[config.mk]
export PLATFORM = sky130hd
export DESIGN_NAME = operand_stack
export DESIGN_NICKNAME = d
export VERILOG_FILES = /design/src/rtl/operand_stack.sv
export SDC_FILE = /design/constraint.sdc
export NUM_CORES = 1
export LEC_CHECK = 0
export BUFFER_PORTS_ARGS = -buffer_cell sky130_fd_sc_hd__buf_4
export CAP_MARGIN = 20
export CORE_MARGIN = 8
export CORE_UTILIZATION = 40
export CTS_BUF_LIST = sky130_fd_sc_hd__clkbuf_8
export CTS_CLUSTER_SIZE = 24
export DETAILED_ROUTE_END_ITERATION = 7
export PLACE_DENSITY = 0.61
export SLEW_MARGIN = 20
export SYNTH_ARGS = -nofsm -noshare
export SYNTH_HDL_FRONTEND = slang
export SYNTH_SLANG_ARGS = --single-unit
[constraint.sdc]
create_clock -name clk -period 4.8 [get_ports clk]
set_input_delay 1.2 -clock clk [delete_from_list [all_inputs] [get_ports clk]]
set_output_delay 1.2 -clock clk [all_outputs]
set_load 0.02 [all_outputs]
[src/rtl/operand_stack.sv]
// operand_stack: parametrised LIFO operand store with push, pop, replace and clear.
// The Overflow/Underflow status registers exist only when OPERAND_STACK_ERRFLAGS_EN
// is defined. Otherwise both outputs are tied to 0, and data/Count behaviour is unchanged.
module operand_stack #(
    parameter int unsigned Word_Length = 4,
    parameter int unsigned Depth       = 8
) (
    input  logic                         clk,
    input  logic                         reset,
    input  logic                         clear,
    input  logic                         push,
    input  logic                         pop,
    input  logic [Word_Length-1:0]       Data_Input,
    output logic [Word_Length-1:0]       Top_Output,
    output logic [Word_Length-1:0]       Second_Output,
    output logic [$clog2(Depth+1)-1:0]   Count,
    output logic                         Full,
    output logic                         Empty,
    output logic                         Overflow,
    output logic                         Underflow
);

    localparam int unsigned CW = $clog2(Depth + 1);
    localparam int unsigned AW = $clog2(Depth);

    logic [Word_Length-1:0] mem_q [Depth];
    logic [CW-1:0]          count_q, count_d;
    logic                   wr_en;
    logic [AW-1:0]          wr_idx;
    logic                   full_c, empty_c;
`ifdef OPERAND_STACK_ERRFLAGS_EN
    logic                   ovf_q, ovf_d;
    logic                   unf_q, unf_d;
`endif

    assign full_c  = (count_q == CW'(Depth));
    assign empty_c = (count_q == '0);

    // Next-state decode: clear wins, then the {push,pop} operation table.
    always_comb begin
        count_d = count_q;
        wr_en   = 1'b0;
        wr_idx  = '0;
`ifdef OPERAND_STACK_ERRFLAGS_EN
        ovf_d   = ovf_q;
        unf_d   = unf_q;
`endif
        if (clear) begin
            count_d = '0;
`ifdef OPERAND_STACK_ERRFLAGS_EN
            ovf_d   = 1'b0;
            unf_d   = 1'b0;
`endif
        end else begin
            unique case ({push, pop})
                2'b10: begin
                    if (!full_c) begin
                        wr_en   = 1'b1;
                        wr_idx  = AW'(count_q);
                        count_d = count_q + CW'(1);
                    end else begin
`ifdef OPERAND_STACK_ERRFLAGS_EN
                        ovf_d = 1'b1;
`endif
                    end
                end
                2'b01: begin
                    if (!empty_c) begin
                        count_d = count_q - CW'(1);
                    end else begin
`ifdef OPERAND_STACK_ERRFLAGS_EN
                        unf_d = 1'b1;
`endif
                    end
                end
                2'b11: begin
                    wr_en = 1'b1;
                    if (!empty_c) begin
                        // Replace the top in place; legal even when full.
                        wr_idx = AW'(count_q - CW'(1));
                    end else begin
                        wr_idx  = '0;
                        count_d = CW'(1);
`ifdef OPERAND_STACK_ERRFLAGS_EN
                        unf_d   = 1'b1;
`endif
                    end
                end
                default: ;
            endcase
        end
    end

    // State registers: the entry array, the count and, if built, the sticky error flags.
    always_ff @(posedge clk or negedge reset) begin
        if (!reset) begin
            for (int unsigned i = 0; i < Depth; i++) begin
                mem_q[i] <= '0;
            end
            count_q <= '0;
`ifdef OPERAND_STACK_ERRFLAGS_EN
            ovf_q   <= 1'b0;
            unf_q   <= 1'b0;
`endif
        end else begin
            if (wr_en) begin
                mem_q[wr_idx] <= Data_Input;
            end
            count_q <= count_d;
`ifdef OPERAND_STACK_ERRFLAGS_EN
            ovf_q   <= ovf_d;
            unf_q   <= unf_d;
`endif
        end
    end

    // Output reads of registered state. Entries that are not valid read as 0.
    always_comb begin
        Top_Output    = '0;
        Second_Output = '0;
        if (!empty_c) begin
            Top_Output = mem_q[AW'(count_q - CW'(1))];
        end
        if (count_q >= CW'(2)) begin
            Second_Output = mem_q[AW'(count_q - CW'(2))];
        end
    end

    assign Count = count_q;
    assign Full  = full_c;
    assign Empty = empty_c;
`ifdef OPERAND_STACK_ERRFLAGS_EN
    assign Overflow  = ovf_q;
    assign Underflow = unf_q;
`else
    assign Overflow  = 1'b0;
    assign Underflow = 1'b0;
`endif

endmodule

==> results by group, run 1 <==
Clocking
  – Root buf cell: clkbuf_8
  – Hold Buf Count CTS: 0
  – Clock transition at path regs: roughly 0.07 ns
  – Worst-Skew Late Latency: between 0.2 and 0.3 ns
  – CTS tree: built
  – Clock Sink Count: 36
  – Post-CTS Resized: 0
  – H-tree depth: 2
  – Num CTS Buffers: 5
  – Clock tree buffer depth: 2
  – Post-CTS setup buffers: 0

Worst setup path
  – Critical path arrival: 2.75 ns
  – Required @ worst endpoint: approximately 3.6 ns
  – CP Capture Type: output port
  – Worst setup SP type: flop
  – Crit-path max FO: 16
  – Critical path class: reg2out

Floorplan
  – Die Span Y: a little over 90 µm
  – Initial Util: 40.5%
  – Chip width: between 90 and 100 µm
  – Row cnt: 28
  – Core area: a little under 6000 µm²
  – Total die area: approximately 8600 µm²
  – Top-Level Pins: 25

Yosys
  – Yosys top cell area share: roughly two fifths
  – FF+latch count, synth: 36
  – Yosys cell types: between 40 and 50
  – Synth area leader: dfrtp_1
  – Synth Instances: approximately 190
  – Post-Syn Area: ~2400 µm²
  – Mean Syn Cell Area: around 12 µm²
  – Sequential fraction of the synthesis area: between 30% and 40%
  – Dominant cells by area after synthesis: dfrtp_1, mux2_2, mux4_2, ha_1, mux2i_1
  – Number of synthesis warnings: 0

Power and ir drop
  – Peak supply drop: 0.000161 V
  – Switching part of the total power: ~34%
  – Psw: roughly 0.0004 W
  – Lkg Pwr: roughly 1.2 nW
  – Internal: ~0.0008 W
  – Share of power burned in registers: 40.1%
  – Comb power frac: a little under two fifths
  – Clk pwr share: around 22%
  – Cell Pwr Density: approximately 450 nW/µm²

Final layout
  – P&R area growth vs syn: 13.6%
  – Final #Nets: roughly 220
  – FF+latch area: ~900 µm²
  – Ant diodes: 0
  – # fillers: approximately 550
  – Area of the multi-input gates: 1380 µm²
  – Final instance area: ~2700 µm²
  – Layout Cells excl Fill: roughly 280
  – Final core utilization: a little under half
  – Proportion of layout cells with a drive suffix above 1: 41.6%

Routing
  – Via count: 1,667
  – TritonRoute pass-1 iters: 4
  – WL/cell: 18.9 µm
  – Routed Antenna Nets: 0
  – WL final: 5370 µm
  – Residual DRC: 0
  – Via density: 5.87
  – DR iter-0 viols: approximately 160

Placement
  – Port Buffers: 22
  – Pre-CTS setup slack: ~1.1 ns
  – Placement-stage cell area: around 2600 µm²
  – DPL Wire Length: 3940 µm
  – Placed cells: 276
  – GP Congestion: approximately 0.82

Timing
  – RSZ-0062 raised after global routing: no
  – Worst-Margin Slew: 0.869 ns
  – Slew Limit Fails: 0
  – Setup Viol. Count Final: 0
  – Fin Setup TNS: 0 ns
  – Clk_skew: approximately 0.0054 ns
  – Hold Vio Cnt, Final: 0
  – Fmax: roughly 250 MHz
  – Setup WS post-layout: about 0.85 ns
  – Max-slew headroom: roughly two fifths
  – Min Clock Period, post-route: ~4.0 ns
  – Fin crit share: 82.3%

GRT
  – Vias in the first global route: about 1,600
  – Initial antenna violation count: 0
  – Gr ovfl total: 0
  – Total GRT Usage: between 10% and 20%
  – First-pass GRT wire length: between 9000 and 10,000 µm
  – Largest net degree at the start of global routing: 37

Run
  – Maxcap violations: 0

Worst hold path
  – HP Class: reg2reg

Run status
  – Outcome: finished, final reports clean
[layout by cell type (no fill, tap or decap), types with 5 or more instances in the layout]
cell	n
dfrtp_1	36
mux2_2	33
buf_4	23
mux4_2	16
nor2_1	10
nand2_1	9
ha_1	6
a221oi_1	5
mux2i_1	5
xor2_1	5
clkbuf_8	5
[sequential cells by signal, indices dropped and copies added, names as in the netlist]
| register | cells |
|---|---|
| Count | 4 |
| mem_q | 32 |
[cells in the mapped netlist, drive strengths merged]
| cell | count |
|---|---|
| or3 | 1 |
| nor2b | 2 |
| a311oi | 1 |
| clkinv | 2 |
| o31ai | 1 |
| nor3b | 1 |
| o32ai | 1 |
| nor3 | 5 |
| a21boi | 2 |
| a221oi | 5 |
| o21bai | 1 |
| mux2i | 5 |
| o211ai | 2 |
| nand2b | 2 |
| a41o | 1 |
| ha | 6 |
| buf | 7 |
| nor2 | 10 |
| and3b | 1 |
| or2 | 1 |
| inv | 3 |
| o21ba | 1 |
| a31oi | 4 |
| conb | 1 |
| clkbuf | 5 |
| mux2 | 33 |
| a21oi | 4 |
| nand2 | 9 |
| nand3 | 4 |
| and4b | 1 |
| o21ai | 1 |
| nor4 | 2 |
| and3 | 2 |
| a211oi | 1 |
| o211a | 1 |
| nand3b | 2 |
| mux4 | 16 |
| or4b | 1 |
| xor2 | 5 |
| dfrtp | 36 |
[worst max-delay path, stage by stage, from the launching register on]
cell,delay [ns]
dfrtp_1,0.76
inv_1,0.18
ha_1,0.58
mux4_2,0.38
a221oi_1,0.32
a31oi_1,0.07
buf_4,0.17
[logic make-up after synthesis]
family	count (synthesis)	share of synthesized area (%)
buf+inv	17	3.24
compound gates	26	9.02
simple gates	44	11.1
mux	54	33.2
fa+ha+maj	6	3.18
xor+xnor	5	1.86
flops	36	38.2
other cells	1	0.159
[layout make-up]
cell class                      instances  share of cell area [%]
Inverter                                5                   0.701
Clock buffer                            5                    2.57
Clock inverter                          3                    1.45
Multi-Input combinational cell        137                    51.7
Tap cell                               75                    3.50
Timing Repair Buffer                   23                    6.45
Sequential cell                        36                    33.6
[per-stage QoR]
| step | power (W) | hold WS [ns] |
|---|---|---|
| floorplan | 0.000804 | 0.492 |
| global placement | 0.000930 | 0.508 |
| detailed placement | 0.000943 | 0.515 |
| CTS | 0.00121 | 0.533 |
| global route | 0.00128 | 0.554 |
| finish | 0.00120 | 0.530 |
[metal layers]
metal	track usage, %	up-vias	wire length [µm]
li1	-	762	-
met1	20.0	856	2680
met2	18.7	41	2410
met3	3.16	8	209
met4	4.43	0	74
met5	0	-	0
[power by group through the flow]
stage	clock network [W]	logic, W	registers [W]
floorplan	0	0.000356	0.000448
global placement	0	0.000447	0.000483
detailed placement	0	0.000456	0.000487
CTS	0.000270	0.000457	0.000481
global route	0.000282	0.000496	0.000499
finish	0.000264	0.000455	0.000483
[path summary, 6_finish.rpt]
| kind | startpoint | to | cells past startpoint | slack, ns |
|---|---|---|---|---|
| setup / recovery | Count[1] | Top_Output[2] | 6 | 0.85 |
| hold / removal | mem_q[21] | mem_q[21] | 1 | 0.53 |
| setup reg to reg | Count[1] | mem_q[7] | 6 | 1.92 |
| hold reg to reg | mem_q[21] | mem_q[21] | 1 | 0.53 |
| max in group asynchronous | reset | Count[3] | 1 | 3.60 |
| min in group asynchronous | reset | Count[0] | 1 | 0.87 |
No activity file was read; power rests on OpenSTA's default activity.
==> run 2, diff against run 1 <==
--- a/config.mk
+++ b/config.mk
@@ -12,7 +12,7 @@
 export CTS_BUF_LIST = sky130_fd_sc_hd__clkbuf_8
 export CTS_CLUSTER_SIZE = 24
 export DETAILED_ROUTE_END_ITERATION = 7
-export PLACE_DENSITY = 0.61
+export PLACE_DENSITY = 0.63
 export SLEW_MARGIN = 20
 export SYNTH_ARGS = -nofsm -noshare
 export SYNTH_HDL_FRONTEND = slang
==> constraint.sdc (replaced) <==
create_clock -name clk -period 3.24 [get_ports clk]
set_input_delay 0.81 -clock clk [delete_from_list [all_inputs] [get_ports clk]]
set_output_delay 0.81 -clock clk [all_outputs]
set_load 0.02 [all_outputs]
==> results by group, run 2 (same netlist as run 1, synthesis figures left out) <==
Timing
  – Hold Vio Cnt, Final: 0 (unchanged)
  – Setup Viol. Count Final: 0 (unchanged)
  – Min Clock Period, post-route: about 3.0 ns
  – Fin crit share: 92.4%
  – Smallest hold slack: 0.474 ns (was 0.530 ns)
  – RSZ-0062 raised after global routing: no (unchanged)
  – Fmax: approximately 330 MHz
  – Max-slew headroom: 47.1% (was 41.5%)
  – Fin Setup TNS: 0 ns (unchanged)
  – Worst-Margin Slew: 0.786 ns (was 0.869 ns)
  – Slew Limit Fails: 0 (unchanged)
  – Clk_skew: 0.00353 ns (was 0.00537 ns)

Worst setup path
  – CP Capture Type: output port (unchanged)
  – Worst setup SP type: flop (unchanged)
  – Critical path arrival: 2.18 ns (was 2.75 ns)
  – Required @ worst endpoint: 2.43 ns (was 3.60 ns)
  – Crit-path max FO: 9 (was 16)
  – Critical path class: reg2out (unchanged)

Clocking
  – Root buf cell: clkbuf_8 (unchanged)
  – H-tree depth: 2 (unchanged)
  – Clock Sink Count: 36 (unchanged)
  – Post-CTS setup buffers: 0 (unchanged)
  – Clock tree buffer depth: 2 (unchanged)
  – Clock transition at path regs: 0.07 ns (about the same)
  – Num CTS Buffers: 5 (unchanged)
  – Hold Buf Count CTS: 0 (unchanged)
  – Worst-Skew Late Latency: 0.28 ns (was 0.29 ns)
  – Post-CTS Resized: 0 (unchanged)
  – CTS tree: built (unchanged)

GRT
  – Vias in the first global route: 1,585 (was 1,598)
  – Initial antenna violation count: 0 (unchanged)
  – Gr ovfl total: 0 (unchanged)
  – Largest net degree at the start of global routing: 37 (unchanged)
  – First-pass GRT wire length: 8590 µm (was 9000 µm)
  – Total GRT Usage: 12.7% (was 13.5%)

Power and ir drop
  – Cell Pwr Density: 658 nW/µm² (was 449 nW/µm²)
  – Lkg Pwr: 1.18 nW (was 1.16 nW)
  – Peak supply drop: 0.000253 V (was 0.000161 V)

Final layout
  – Ant diodes: 0 (unchanged)
  – P&R area growth vs syn: 15.0% (was 13.6%)
  – Max reg flops: 32 (unchanged)
  – Proportion of layout cells with a drive suffix above 1: 43.2% (was 41.6%)
  – Commonest non-fill, non-tap cell in the layout: dfrtp_1 (unchanged)
  – Top reg by flops: mem_q (unchanged)
  – Final #Nets: 227 (was 223)
  – Most frequent cells in the layout: dfrtp_1, mux2_2, buf_4 (unchanged)

Routing
  – TritonRoute pass-1 iters: 4 (unchanged)
  – WL/cell: 18.1 µm (was 18.9 µm)
  – Via count: 1,650 (was 1,667)
  – DR iter-0 viols: 120 (was 162)
  – Residual DRC: 0 (unchanged)
  – Via density: 5.73 (was 5.87)
  – WL final: 5200 µm (was 5370 µm)
  – Routed Antenna Nets: 0 (unchanged)

Floorplan
  – Total die area: 8610 µm² (unchanged)
  – Row cnt: 28 (unchanged)
  – Initial Util: 40.5% (unchanged)
  – Top-Level Pins: 25 (unchanged)
  – Core area: 5820 µm² (unchanged)
  – Die Span Y: 92.8 µm (unchanged)
  – Chip width: 92.8 µm (unchanged)

Worst hold path
  – HP Class: in2async (was reg2reg)

Placement
  – DPL Wire Length: 4020 µm (was 3940 µm)
  – GP Congestion: 0.771 (was 0.822)
  – Port Buffers: 22 (unchanged)

Run status
  – Outcome: finished, final reports clean (unchanged)

Run
  – Maxcap violations: 0 (unchanged)
==> run 2: cell types whose count changed in the layout (fill, tap and decap cells not counted) <==
| cell | change |
|---|---|
| buf_4 | +4 |
| clkinvlp_4 | +1 |
| inv_1 | -1 |
==> run 2: routing by layer <==
layer / routed length (µm) / part of all wire [%] / up-vias / GRT usage [%]
met5: 0 / 0 / - / 0
met4: 82 / 1.6 / 0 / 4.97
met3: 175 / 3.4 / 7 / 2.83
met2: 2360 / 45 / 28 / 17.9
met1: 2590 / 50 / 842 / 18.4
li1: - / - / 773 / -
==> run 2: where the power goes <==
part | switching [W] | total (W) | internal, W
clock network | 0.000162 | 0.000390 | 0.000228
registers | 0.000122 | 0.000707 | 0.000585
logic | 0.000318 | 0.000686 | 0.000369
==> run 2: worst max-delay path, stage by stage (launching register included) <==
cell and delay, ns:
dfrtp_1 0.35, inv_1 0.07, ha_1 0.52, mux4_2 0.38, a221oi_1 0.33, a31oi_1 0.07, buf_4 0.17
==> run 2: cell type report <==
class,instances,area [µm²]
inverters,5,18.8
flip-flops and latches,36,901
multi-input cells,137,1380
well taps,75,93.8
clock buffers,5,68.8
clock inverters,3,42.5
fillers,546,3100
repair buffers,27,203
==> run 2: worst paths after layout <==
kind	from	end	slack (ns)	depth (start not counted)
max	Count[1]	Top_Output[1]	0.25	6
min reg2reg	mem_q[20]	mem_q[20]	0.54	1
max in group asynchronous	reset	mem_q[30]	2.44	1
min in group clk	mem_q[20]	mem_q[20]	0.54	1
min	reset	mem_q[31]	0.47	1
max reg2reg	Count[0]	mem_q[4]	0.91	6
==> run 2: stage by stage <==
| stage | util (%) | power (W) | cells | area (µm²) | worst slack (ns) |
|---|---|---|---|---|---|
| floorplan | - | 0.00119 | 190 | 2360 | 0.117 |
| detailed placement | 44.7 | 0.00140 | 280 | 2600 | 0.556 |
| global placement | 44.7 | 0.00138 | 280 | 2600 | 0.612 |
| finish | 46.6 | 0.00178 | 288 | 2710 | 0.245 |
| global route | 46.6 | 0.00189 | 288 | 2710 | 0.120 |
| CTS | 46.6 | 0.00180 | 288 | 2710 | 0.237 |
